$ cat config.mk
export PLATFORM = sky130hd
export DESIGN_NAME = vlc_ac_scheduler
export DESIGN_NICKNAME = d
export VERILOG_FILES = /design/src/rtl/vlc_ac_scheduler.sv
export SDC_FILE = /design/constraint.sdc
export NUM_CORES = 1
export LEC_CHECK = 0
export BUFFER_PORTS_ARGS = -buffer_cell sky130_fd_sc_hd__buf_2
export CAP_MARGIN = 10
export CORE_MARGIN = 10
export CORE_UTILIZATION = 55
export DETAILED_ROUTE_END_ITERATION = 6
export PLACE_DENSITY_LB_ADDON = 0.3
export RECOVER_POWER = 25
export SLEW_MARGIN = 10
export SYNTH_ARGS = -nofsm -noshare
export SYNTH_HDL_FRONTEND = slang
export SYNTH_SLANG_ARGS = --single-unit
$ cat constraint.sdc
create_clock -name clk -period 2.55 [get_ports clk]
set_input_delay 0.255 -clock clk [delete_from_list [all_inputs] [get_ports clk]]
set_output_delay 0.255 -clock clk [all_outputs]
set_load 0.05 [all_outputs]
$ cat src/rtl/vlc_ac_scheduler.sv
// AC coefficient scheduler: turns a scan-order coefficient stream into alternating
// run/level requests with adaptive Golomb k for the exp-Golomb length datapath.
module vlc_ac_scheduler (
  input  logic               clk,
  input  logic               reset_n,
  input  logic               in_valid,
  output logic               in_ready,
  input  logic               in_start,
  input  logic               in_end,
  input  logic signed [15:0] in_coef,
  output logic               out_valid,
  output logic               out_start,
  output logic               out_end,
  output logic [31:0]        out_val,
  output logic [2:0]         out_k,
  output logic [1:0]         out_is_add_setbit,
  output logic               out_is_ac_level,
  output logic               out_is_ac_minus_n,
  output logic               slice_done
);

  typedef enum logic {ACCEPT = 1'b0, LEVEL = 1'b1} state_t;

  state_t      state, state_next;
  logic [15:0] run_cnt, prev_run;
  logic [16:0] prev_lvl, abs_q;
  logic        sign_q, end_q, first_pend;

  logic        accept, coef_zero;
  logic [15:0] run_eff, prev_run_eff;
  logic [16:0] prev_lvl_eff, coef_ext, coef_abs;
  logic        first_eff;

  function automatic logic [2:0] kr(input logic [15:0] p);
    if (p < 16'd2)      return 3'd0;
    else if (p < 16'd4) return 3'd1;
    else if (p < 16'd8) return 3'd2;
    else                return 3'd3;
  endfunction

  function automatic logic [2:0] kl(input logic [16:0] p);
    if (p <= 17'd1)      return 3'd0;
    else if (p == 17'd2) return 3'd1;
    else if (p <= 17'd4) return 3'd2;
    else                 return 3'd3;
  endfunction

  assign in_ready          = (state == ACCEPT);
  assign accept            = in_valid && in_ready;
  assign coef_zero         = (in_coef == 16'sd0);
  assign out_is_add_setbit = 2'b00;
  // 17-bit magnitude so that -32768 maps to 32768 without overflow
  assign coef_ext          = {in_coef[15], in_coef};
  assign coef_abs          = in_coef[15] ? (17'd0 - coef_ext) : coef_ext;

  // NOTE: every signal written here gets a default first, so no latch is inferred.
  always_comb begin
    state_next   = state;
    run_eff      = run_cnt;
    prev_run_eff = prev_run;
    prev_lvl_eff = prev_lvl;
    first_eff    = first_pend;
    if (accept && in_start) begin
      run_eff      = 16'd0;
      prev_run_eff = 16'd4;
      prev_lvl_eff = 17'd1;
      first_eff    = 1'b1;
    end
    case (state)
      ACCEPT:  if (accept && !coef_zero) state_next = LEVEL;
      LEVEL:   state_next = ACCEPT;
      default: state_next = ACCEPT;
    endcase
  end

  // NOTE: sequential state uses non-blocking assignments so all registers update together.
  always_ff @(posedge clk or negedge reset_n) begin
    if (!reset_n) state <= ACCEPT;
    else          state <= state_next;
  end

  always_ff @(posedge clk or negedge reset_n) begin
    if (!reset_n) begin
      run_cnt           <= 16'd0;
      prev_run          <= 16'd4;
      prev_lvl          <= 17'd1;
      first_pend        <= 1'b0;
      abs_q             <= 17'd0;
      sign_q            <= 1'b0;
      end_q             <= 1'b0;
      out_valid         <= 1'b0;
      out_start         <= 1'b0;
      out_end           <= 1'b0;
      out_val           <= 32'd0;
      out_k             <= 3'd0;
      out_is_ac_level   <= 1'b0;
      out_is_ac_minus_n <= 1'b0;
      slice_done        <= 1'b0;
    end else begin
      out_valid  <= 1'b0;
      out_start  <= 1'b0;
      out_end    <= 1'b0;
      slice_done <= 1'b0;
      if (state == LEVEL) begin
        out_valid         <= 1'b1;
        out_val           <= {15'd0, abs_q - 17'd1};
        out_k             <= kl(prev_lvl);
        out_is_ac_level   <= 1'b1;
        out_is_ac_minus_n <= sign_q;
        out_end           <= end_q;
        slice_done        <= end_q;
        prev_lvl          <= abs_q;
      end else if (accept) begin
        prev_lvl   <= prev_lvl_eff;
        first_pend <= first_eff;
        if (coef_zero) begin
          run_cnt    <= (run_eff == 16'hFFFF) ? run_eff : run_eff + 16'd1;
          prev_run   <= prev_run_eff;
          slice_done <= in_end;
        end else begin
          out_valid         <= 1'b1;
          out_val           <= {16'd0, run_eff};
          out_k             <= kr(prev_run_eff);
          out_is_ac_level   <= 1'b0;
          out_is_ac_minus_n <= 1'b0;
          out_start         <= first_eff;
          first_pend        <= 1'b0;
          abs_q             <= coef_abs;
          sign_q            <= in_coef[15];
          end_q             <= in_end;
          prev_run          <= run_eff;
          run_cnt           <= 16'd0;
        end
      end
    end
  end

endmodule

# After elaboration in Yosys (flattened, before gate mapping)
# Cells that the tools add are included.
# word_totals
ff_bits	111
wordCells	79
latchBits	0
n_memories	0
mem_bits_rw	0
romBits	0
# op_classes
n_lt_le_gt_ge	5
n_shift	0
muxes	39
eq_ne	3
bitwise	2
n_reduce_logical	11
div	0
addsub	3
multipliers	0
# op_table
op	count
$mux W32	3
$mux W16	5
$mux W17	4
$mux W1	19
$eq A17 B2 Y1 const B	1
$le A17 B1 Y1 const B	1
$le A17 B3 Y1 const B	1
$sub A1 B16 Y17 const A	1
$sub A17 B1 Y17 const B	1
$add A16 B1 Y16 const B	1
$eq A16 B16 Y1 const B	1
$logic_not A16 Y1	1
$lt A16 B2 Y1 const B	1
$lt A16 B3 Y1 const B	1
$lt A16 B4 Y1 const B	1
$mux W3	3
$mux W2	4
$reduce_and A2 Y1	3
$reduce_bool A2 Y1	2
$logic_and A1 B1 Y1	3
$reduce_and A3 Y1	1
$ne A2 B2 Y1 const B	1
$not A1 Y1	2
$pmux W1 S2	1
$logic_not A1 Y1	1

# Depth between registers and ports, before layout
# Gate-level depths: netlist (run 1).
# depth
word_depth	11
mapped_depth	9

# Worst setup path before layout (run 1)
# No wires, ideal clock.
# synth_timing
path_type	reg2reg
start	register state
end	register run_cnt[9]
t_required_ps	2446
synth_period_minus_slack_ps	2253
n_path_buf	1
path_stages_with_launch	10
setup_time_ps	104
path_slack_ps	297
arrival_ps	2149
path_cell_list	dfrtp_1 > buf_4 > nand3b_1 > and2_1 > ha_1 > nand2_1 > nor4_4 > a21o_1 > or3_1 > o311ai_1
# synth_between
elab_chain_cells	7
# synth_lines
item	line	source
start, declared	24	state_t state, state_next;
start signal, assigned	79	else state <= state_next;
$not A1 Y1 (no line) (*)	-	
$logic_and A1 B1 Y1	49	assign accept = in_valid && in_ready;
$logic_and A1 B1 Y1	63	if (accept && in_start) begin
$mux W16	63	
$add A16 B1 Y16 / $eq A16 B16 Y1 (equally long branches)	117	run_cnt <= (run_eff == 16'hFFFF) ? run_eff : run_eff + 16'd1;
$mux W16	117	
$mux W16	116	if (coef_zero) begin
end signal, assigned	117	
end, declared	25	logic [15:0] run_cnt, prev_run;
# Mark *: on every way between the ends. The rest lies on a longest branch, timed or not.
# A chain may end at the register's enable or synchronous reset.

# Worst setup path in the final report (run 1)
# Same ends and word-level chain as after synthesis.

==> metrics.md, run 1 <==
| Metric | Value |
|---|---|
| LEAKAGE | 0.00247 uW |
| Main area contributors after synthesis | dfrtp_1, nand2_1, o21ai_0 |
| #FFs+latches synth | 94 |
| WL met2 | 6.19 mm |
| Die Area | 13200 sq um |
| Setup TNS | 0 ns |
| Leading area contributor after synthesis | dfrtp_1 |
| Critical path class | register to register |
| Largest delay share family, worst path | simple AND/OR/NAND/NOR gates |
| Clk_skew | 0.0132 ns |
| CTS tree | yes |
| Final setup fails | 0 |
| Syn Inst Count | 530 |
| First-pass GRT wire length | 21.2 mm |
| Footprint of the multi-input gates | 2370 sq um |
| Post-Synth Simple-Gate Area | 22.6% |
| GRT overflow | 0 |
| Sequence of cells on the critical path | nand3b_1, and2_1, ha_1, nand2_2, nor4_4, a21o_1, or3_1, o311ai_1 |
| Height of the die | 115 microns |
| CP max-delay cell | dfrtp_1 |
| Most common cell in the netlist | nand2_1 |
| Number of diodes | 0 |
| Final Critical Period | 2.38 ns |
| Power Internal | 2370 uW |
| # nets final | 599 |
| Top routing layer used | met4 |
| Clk_lat worst skew | 0.36 ns |
| Layout cells sized above 1 | 16.0% |
| DRT Pass-1 Iters | 5 |
| Register area | 2350 sq um |
| Outcome | finished, violations left |
| Max-Cap Viols | 1 |
| GPL Wtd Cong | 0.998 |
| Reg clk slew, reported paths | 0.10 ns |
| # clock sinks | 94 |
| Sequential share of the synthesized area | 47.6% |
| GRT Total Usage | 19.8% |
| Fraction of the mapped netlist area in adder cells | 0.759% |
| Sw Share | 33.4% |
| Worst path max stage delay | 0.40 ns |
| Die X | 115 microns |
| Logic gate share of total power | 19.9% |
| PwrDens | 652 nW/um^2 |
| ANT nets after route | 0 |
| Initial DRC count | 418 |
| CP arrival | 2.63 ns |
| Startpoint types | register |
| Failing checks | max-capacitance violations, max-slew violations |
| VDD IR-drop max | 0.302 mV |
| Largest family of logic cells by synthesized area | simple AND/OR/NAND/NOR gates |
| Fin. Hold Viols | 0 |
| M1 WL | 5.54 mm |
| Drt total wl | 13.0 mm |
| Ys flop type | dfrtp_1 |
| IO Pins | 65 |
| Largest net degree at the start of global routing | 79 |
| Final worst-path cycle share | 93.4% |
| Core Footprint | 8720 sq um |
| Area Growth Syn to Fin | 10.6% |
| XOR/XNOR Fraction of Synth Area | 5.14% |
| Worst-margin pin slew | 1.92 ns |
| Post-synth EDFFs | 0 |
| Drt wl/cell | 18.9 microns |
| Mean Syn Cell Area | 9.32 sq um |
| Hold Slack | 0.114 ns |
| Yosys top cell area share | 46.6% |
| Syn Std Cell Area | 4940 sq um |
| Worst slew margin | -27.9% |
| Critical Path Sink Type | register |
| Fillers | 750 |
| Initial Util | 56.7% |
| Max Clock Freq | 420 MHz |
| Root buffer cell | clkbuf_8 |
| Number of global-route vias before repair | 4027 |
| Synth cell count leaders | nand2_1, dfrtp_1, o21ai_0 |
| HPWL Detailed | 9.44 mm |
| DRC viols | 0 |
| Avg Vias per Cell | 6.09 |
| # rows | 34 |
| Yosys warns | 0 |
| CP required | 2.80 ns |
| Mux contribution to synthesized area | 0.405% |
| Hold Path Class | input port to register |
| Flop pwr share | 49.1% |
| Worst Path Buf+Inv | 0 |
| Initial antenna violation count | 0 |
| Max-slew violations | 79 |
| Via Count | 4188 |
| H-tree depth | 3 |
| Clock power share | 31.0% |
| Clock buffer depth | 2 |
| Crit-path max FO | 8 |
| Metal3 WL | 1.02 mm |
| Switching power | 1190 uW |
| Netlist cell types | 62 |
| Ys async rst share | 100% |
| TritonCTS Buffers | 9 |
| RSZ-0062 raised after global routing | false |
| I/O Buffers | 46 |
| Post-synthesis compound-gate area fraction | 17.6% |
| Total setup buffers inserted after CTS | 0 |
==> cells in the final DEF, fill, tap and decap left out, types with 8 or more instances in the layout <==
| cell | n |
|---|---|
| nand2_1 | 97 |
| dfrtp_1 | 92 |
| o21ai_0 | 45 |
| buf_2 | 45 |
| nor2_1 | 22 |
| a21oi_1 | 20 |
| conb_1 | 18 |
| xor2_1 | 17 |
| buf_4 | 16 |
| a211oi_1 | 13 |
| a22o_1 | 13 |
| xnor2_1 | 12 |
| and3_1 | 12 |
| nand3_1 | 11 |
| o31ai_1 | 11 |
| nor3_1 | 10 |
| inv_1 | 9 |
| clkbuf_8 | 9 |
| nor4_1 | 8 |
==> final timing paths <==
| kind | from | to | slack [ns] | cells after the start |
|---|---|---|---|---|
| worst max-delay path | state$_DFF_PN0_ | run_cnt[9]$_DFFE_PN0P_ | 0.17 | 8 |
| worst min-delay path | in_end | end_q$_DFFE_PN0P_ | 0.11 | 3 |
| worst max register to register | state$_DFF_PN0_ | run_cnt[9]$_DFFE_PN0P_ | 0.17 | 8 |
| worst min register to register | out_is_ac_level$_DFFE_PN0P_ | out_is_ac_level$_DFFE_PN0P_ | 0.48 | 2 |
| max in group asynchronous | reset_n | state$_DFF_PN0_ | 0.99 | 1 |
| min in group asynchronous | reset_n | prev_lvl[9]$_DFFE_PN0P_ | 0.42 | 1 |
==> power by group through the flow <==
stage | Clock (uW) | Combinational, uW | Sequential [uW]
after floorplan | 0 | 361 | 1900
after global placement | 0 | 693 | 1770
after detailed placement | 0 | 708 | 1780
after CTS | 1120 | 711 | 1750
after global routing | 1190 | 771 | 1770
final | 1100 | 708 | 1750
==> state kept, by name, summed over array words and instances, names as in the netlist <==
name	count
end_q	1
out_valid	1
state	1
out_is_ac_minus_n	1
first_pend	1
out_val	17
out_k	2
slice_done	1
sign_q	1
prev_run	15
abs_q	17
out_end	1
prev_lvl	17
out_start	1
run_cnt	16
out_is_ac_level	1
==> final cells by class <==
class	count	area share, %
clock buffers	10	2.33
clock inverters	6	1.72
inverters	10	0.686
multi-input cells	398	43.3
flip-flops and latches	94	43.1
well taps	108	2.47
repair buffers	62	6.41
==> worst reg2reg max path, delay by kind of cell, from the launching register on <==
family                     cells  cell delay [ns]
adders and majority gates      1             0.26
DFF                            1             0.40
AOI/OAI and AO/OA              2             0.51
and+or+nand+nor                5             1.11
==> layer usage <==
metal | global-route usage [%] | up-vias
li1 | - | 1967
met1 | 27.3 | 2039
met2 | 30.6 | 163
met3 | 4.38 | 19
met4 | 6.11 | 0
met5 | 0 | -
==> kinds of logic (layout without fill, tap and decap cells) <==
family                   after synthesis  after routing
multiplexers                           2              2
buffers and inverters                 55             88
AND/OR/NAND/NOR                      214            214
adder cells (fa/ha/maj)                3              3
AO/OA/AOI/OAI                        132            132
XOR/XNOR                              29             29
other                                  1             18
flip-flops                            94             94
==> metrics by stage <==
| step | area, sq um | power [uW] | worst slack (ns) | std cells | utilization, % |
|---|---|---|---|---|---|
| after detailed placement | 5250 | 2480 | 0.137 | 672 | 60.2 |
| final | 5470 | 3560 | 0.169 | 688 | 62.7 |
| after global placement | 5250 | 2460 | 0.251 | 672 | 60.2 |
| after global routing | 5470 | 3730 | 0.0275 | 688 | 62.7 |
| after CTS | 5470 | 3580 | 0.130 | 688 | 62.7 |
| after floorplan | 5010 | 2260 | 0.297 | 547 | - |
==> repair_timing <==
| action | CTS | global route |
|---|---|---|
| hold buffers | 0 | 0 |
| setup endpoints to repair | 0 | 3 |
| gates resized for setup | 0 | 1 |
(Power assumes the default switching activity.)
==> inputs of run 2 (changes only) <==
Settings changed: REMOVE_ABC_BUFFERS from default to 1.
==> metrics.md, run 2 (synthesized netlist as in run 1, its figures left out) <==
| Metric | Value |
|---|---|
| Hold Path Class | input port to register |
| Sequence of cells on the critical path | nand3b_1, and2_1, ha_1, nand2_2, nor4_4, a21o_1, or3_1, o311ai_1 |
| Avg Vias per Cell | 6.20 |
| Max-slew violations | 0 |
| Root buffer cell | clkbuf_8 |
| Register area | 2350 sq um |
| Footprint of the multi-input gates | 2370 sq um |
| Initial Util | 56.7% |
| CP required | 2.81 ns |
| Pre-CTS setup slack | 0.144 ns |
| Final Critical Period | 2.34 ns |
| Worst path max stage delay | 0.41 ns |
| Via Count | 4280 |
| ANT nets after route | 0 |
| Number of diodes | 0 |
| Critical path class | register to register |
| Sw Share | 33.6% |
| Most frequent cells in the layout | nand2_1, dfrtp_1, o21ai_0 |
| VDD IR-drop max | 0.423 mV |
| Final worst-path cycle share | 91.9% |
| Fin. Hold Viols | 0 |
| CTS tree | yes |
| GRT overflow | 0 |
| Largest delay share family, worst path | simple AND/OR/NAND/NOR gates |
| GPL Wtd Cong | 0.968 |
| Switching power | 1200 uW |
| Max Clock Freq | 427 MHz |
| Core Footprint | 8720 sq um |
| Overall power | 3560 uW |
| Layout cells sized above 1 | 16.0% |
| RSZ-0062 raised after global routing | false |
| IO Pins | 65 |
| Largest net degree at the start of global routing | 62 |
| Clk_lat worst skew | 0.36 ns |
| Metal3 WL | 1.03 mm |
| Worst Path Buf+Inv | 0 |
| I/O Buffers | 46 |
| Clk_skew | 0.0109 ns |
| Clock power share | 30.9% |
| DP Area | 5260 sq um |
| Power Internal | 2370 uW |
| Critical Path Sink Type | register |
| Top routing layer used | met4 |
| Area Growth Syn to Fin | 10.9% |
| Initial antenna violation count | 0 |
| M1 WL | 5.82 mm |
| HPWL Detailed | 9.69 mm |
| Final setup margin | 0.205 ns |
| Setup TNS | 0 ns |
| # nets final | 602 |
| # rows | 34 |
| PwrDens | 650 nW/um^2 |
| Clock buffer depth | 2 |
| Die Area | 13200 sq um |
| First-pass GRT wire length | 21.6 mm |
| Flop pwr share | 49.0% |
| Drt wl/cell | 19.1 microns |
| Logic gate share of total power | 20.1% |
| Most common cell after layout, fill and taps aside | nand2_1 |
| Final setup fails | 0 |
| H-tree depth | 3 |
| Height of the die | 115 microns |
| Outcome | completed |
| Reg clk slew, reported paths | 0.09 ns |
| DRT Pass-1 Iters | 7 |
| Drt total wl | 13.2 mm |
| Crit-path max FO | 8 |
| LEAKAGE | 0.00247 uW |
| Die X | 115 microns |
| Initial DRC count | 455 |
| Worst-margin pin slew | 1.07 ns |
| Total setup buffers inserted after CTS | 0 |
| CP arrival | 2.61 ns |
| TritonCTS Buffers | 9 |
| WL met2 | 5.99 mm |
| # clock sinks | 94 |
| Fillers | 759 |
| Final instance area | 5480 sq um |
| Leading registers by flop count | abs_q (17), out_val (17), prev_lvl (17) |
| Number of global-route vias before repair | 4213 |
| CP max-delay cell | dfrtp_1 |
| Hold Slack | 0.0968 ns |
| Worst slew margin | 28.2% |
| Max-Cap Viols | 0 |
| DRC viols | 0 |
| GRT Total Usage | 20.2% |
| Startpoint types | register |
==> run 2: routing by layer <==
metal / vias to the layer above / GRT usage [%]
met4: 0 / 8.50
met1: 2055 / 28.0
li1: 1968 / -
met2: 221 / 30.4
met5: - / 0
met3: 36 / 4.06
==> run 2: path summary, 6_finish.rpt <==
path	end	cells after the start	slack, ns	startpoint
min in group asynchronous	prev_lvl[13]$_DFFE_PN0P_	2	0.59	reset_n
min reg2reg	out_k[1]$_DFFE_PN0P_	2	0.49	out_k[1]$_DFFE_PN0P_
max in group asynchronous	prev_run[2]$_DFFE_PN1P_	3	0.84	reset_n
min	end_q$_DFFE_PN0P_	3	0.1	in_end
max reg2reg	run_cnt[9]$_DFFE_PN0P_	8	0.21	state$_DFF_PN0_
max	run_cnt[9]$_DFFE_PN0P_	8	0.21	state$_DFF_PN0_
==> run 2: area by class of cell <==
cell class	instances	area share, %
Clock inverter	6	1.71
Clock buffer	9	2.26
Inverter	10	0.685
Multi-Input combinational cell	398	43.2
Timing Repair Buffer	65	6.71
Tap cell	108	2.47
Sequential cell	94	43.0
==> run 2: what timing repair did <==
item                       4_1_cts  5_1_grt
hold buffers                     1        0
hold endpoints to repair        36        0
resized for setup                0        1
setup endpoints to repair        0        3
==> run 2: worst reg2reg max path: stages, from the launching register on <==
cell and delay [ns]:
dfrtp_1 0.41, nand3b_1 0.27, and2_1 0.23, ha_1 0.26, nand2_2 0.16, nor4_4 0.08
a21o_1 0.25, or3_1 0.36, o311ai_1 0.23
==> run 2: power by group through the flow <==
| stage | registers (uW) | logic, uW | clock network (uW) |
|---|---|---|---|
| after floorplan | 1910 | 310 | 0 |
| after global routing | 1760 | 785 | 1170 |
| final | 1750 | 715 | 1100 |
| after CTS | 1740 | 719 | 1100 |
| after global placement | 1760 | 699 | 0 |
| after detailed placement | 1770 | 717 | 0 |
==> run 2: through the flow <==
step	instances	utilization [%]
2_1_floorplan	502	-
3_3_place_gp	674	60.3
3_5_place_dp	674	60.3
4_1_cts	690	62.9
5_1_grt	690	62.9
6_report	690	62.9
==> inputs of run 3 (changes only) <==
Settings changed: CORE_ASPECT_RATIO from default to 0.9.
==> metrics.md, run 3 (synthesized netlist as in run 1, its figures left out) <==
| Metric | Value |
|---|---|
| Outcome | finished, violations left |
| Failing checks | design-rule violations |
| GRT Total Usage | 20.1% |
| CP required | 2.82 ns |
| DRC viols | 8 |
| Most common cell after layout, fill and taps aside | nand2_1 |
| I/O Buffers | 46 |
| Fillers | 767 |
| Initial DRC count | 410 |
| Critical path class | register to register |
| CP arrival | 2.66 ns |
| # nets final | 603 |
| TritonCTS Buffers | 9 |
| Die Area | 13200 sq um |
| Reg clk slew, reported paths | 0.09 ns |
| DRT Pass-1 Iters | 7 |
| Number of global-route vias before repair | 4145 |
| GPL Wtd Cong | 0.963 |
| LEAKAGE | 0.00247 uW |
| CTS tree | yes |
| Fin. Hold Viols | 0 |
| ANT nets after route | 0 |
| Pre-CTS setup slack | 0.181 ns |
| Clk_skew | 0.00863 ns |
| # clock sinks | 94 |
| IO Pins | 65 |
| HPWL Detailed | 9.46 mm |
| Root buffer cell | clkbuf_8 |
| Worst slew margin | 36.2% |
| Crit-path max FO | 8 |
| Startpoint types | register |
| PwrDens | 632 nW/um^2 |
| Core Footprint | 8650 sq um |
| Final worst-path cycle share | 93.9% |
| Worst-margin pin slew | 0.957 ns |
| Max-Cap Viols | 0 |
| Final setup margin | 0.155 ns |
| Max-slew violations | 0 |
| Number of diodes | 0 |
| GRT overflow | 0 |
| VDD IR-drop max | 0.562 mV |
| Die X | 120 microns |
| Height of the die | 110 microns |
| # rows | 32 |
| Initial antenna violation count | 0 |
| Hold Slack | 0.111 ns |
| Critical Path Sink Type | register |
| First-pass GRT wire length | 21.3 mm |
| Clk_lat worst skew | 0.36 ns |
| Drt total wl | 13.0 mm |
| Final Critical Period | 2.39 ns |
| Largest net degree at the start of global routing | 61 |
| Layout cells sized above 1 | 16.3% |
| Initial Util | 57.1% |
| Avg Vias per Cell | 5.97 |
| Max Clock Freq | 418 MHz |
| Leading registers by flop count | abs_q (17), out_val (17), prev_lvl (17) |
| Area Growth Syn to Fin | 11.0% |
| Final setup fails | 0 |
| Hold Path Class | input port to register |
| Drt wl/cell | 18.4 microns |
| Clock buffer depth | 2 |
| RSZ-0062 raised after global routing | false |
| Cts repair resizes | 0 |
| Via Count | 4196 |
| Most frequent cells in the layout | nand2_1, dfrtp_1, o21ai_0, buf_2, nor2_1 |
| H-tree depth | 3 |
run 3: area by class of cell:
cell class / count / area (sq um) / area share, %
Tap cell: 119 / 149 / 2.71
Clock inverter: 6 / 68.8 / 1.25
Timing Repair Buffer: 66 / 383 / 6.98
Inverter: 10 / 37.5 / 0.684
Multi-Input combinational cell: 398 / 2370 / 43.1
Clock buffer: 10 / 128 / 2.33
Sequential cell: 94 / 2350 / 42.9
run 3: layer usage:
metal  part of all wire [%]  GRT usage [%]  routed length, microns
met5                      0              0                       0
met3                    8.2           6.05                    1070
met1                     47           28.3                    6050
met2                     44           29.3                    5650
met4                    1.5           5.94                     188
run 3: where the power goes:
part | switching [uW] | internal (uW)
Sequential | 129 | 1620
Combinational | 523 | 195
Clock | 537 | 461
Total | 1190 | 2280
run 3: per-stage QoR:
stage	cell area, sq um	power, uW	std cells	setup TNS [ns]	util (%)
2_1_floorplan	4760	2230	502	-15.87	-
3_3_place_gp	5300	2470	686	0	61.2
3_5_place_dp	5300	2490	686	0	61.2
4_1_cts	5500	3490	703	0	63.6
5_1_grt	5490	3630	703	0	63.4
6_report	5490	3470	703	0	63.4
run 3: path summary, 6_finish.rpt:
check,start,slack [ns],to,depth (start not counted)
worst max-delay path,state$_DFF_PN0_,0.16,run_cnt[9]$_DFFE_PN0P_,8
worst min-delay path,in_end,0.11,end_q$_DFFE_PN0P_,3
worst max register to register,state$_DFF_PN0_,0.16,run_cnt[9]$_DFFE_PN0P_,8
worst min register to register,out_is_ac_level$_DFFE_PN0P_,0.48,out_is_ac_level$_DFFE_PN0P_,2
max in group asynchronous,reset_n,0.62,run_cnt[1]$_DFFE_PN0P_,3
min in group asynchronous,reset_n,0.56,prev_lvl[11]$_DFFE_PN0P_,2
run 3: worst max-delay path, stage by stage (launching register included):
cell      delay [ns]
dfrtp_1         0.39
nand3b_1        0.26
and2_1          0.23
ha_1            0.27
nand2_1         0.22
nor4_4          0.10
a21o_1          0.25
or3_1           0.37
o311ai_1        0.22
run 3: repair_timing:
action,CTS,global route
hold buffers,1,0
setup buffers,0,0
hold endpoints to repair,39,0
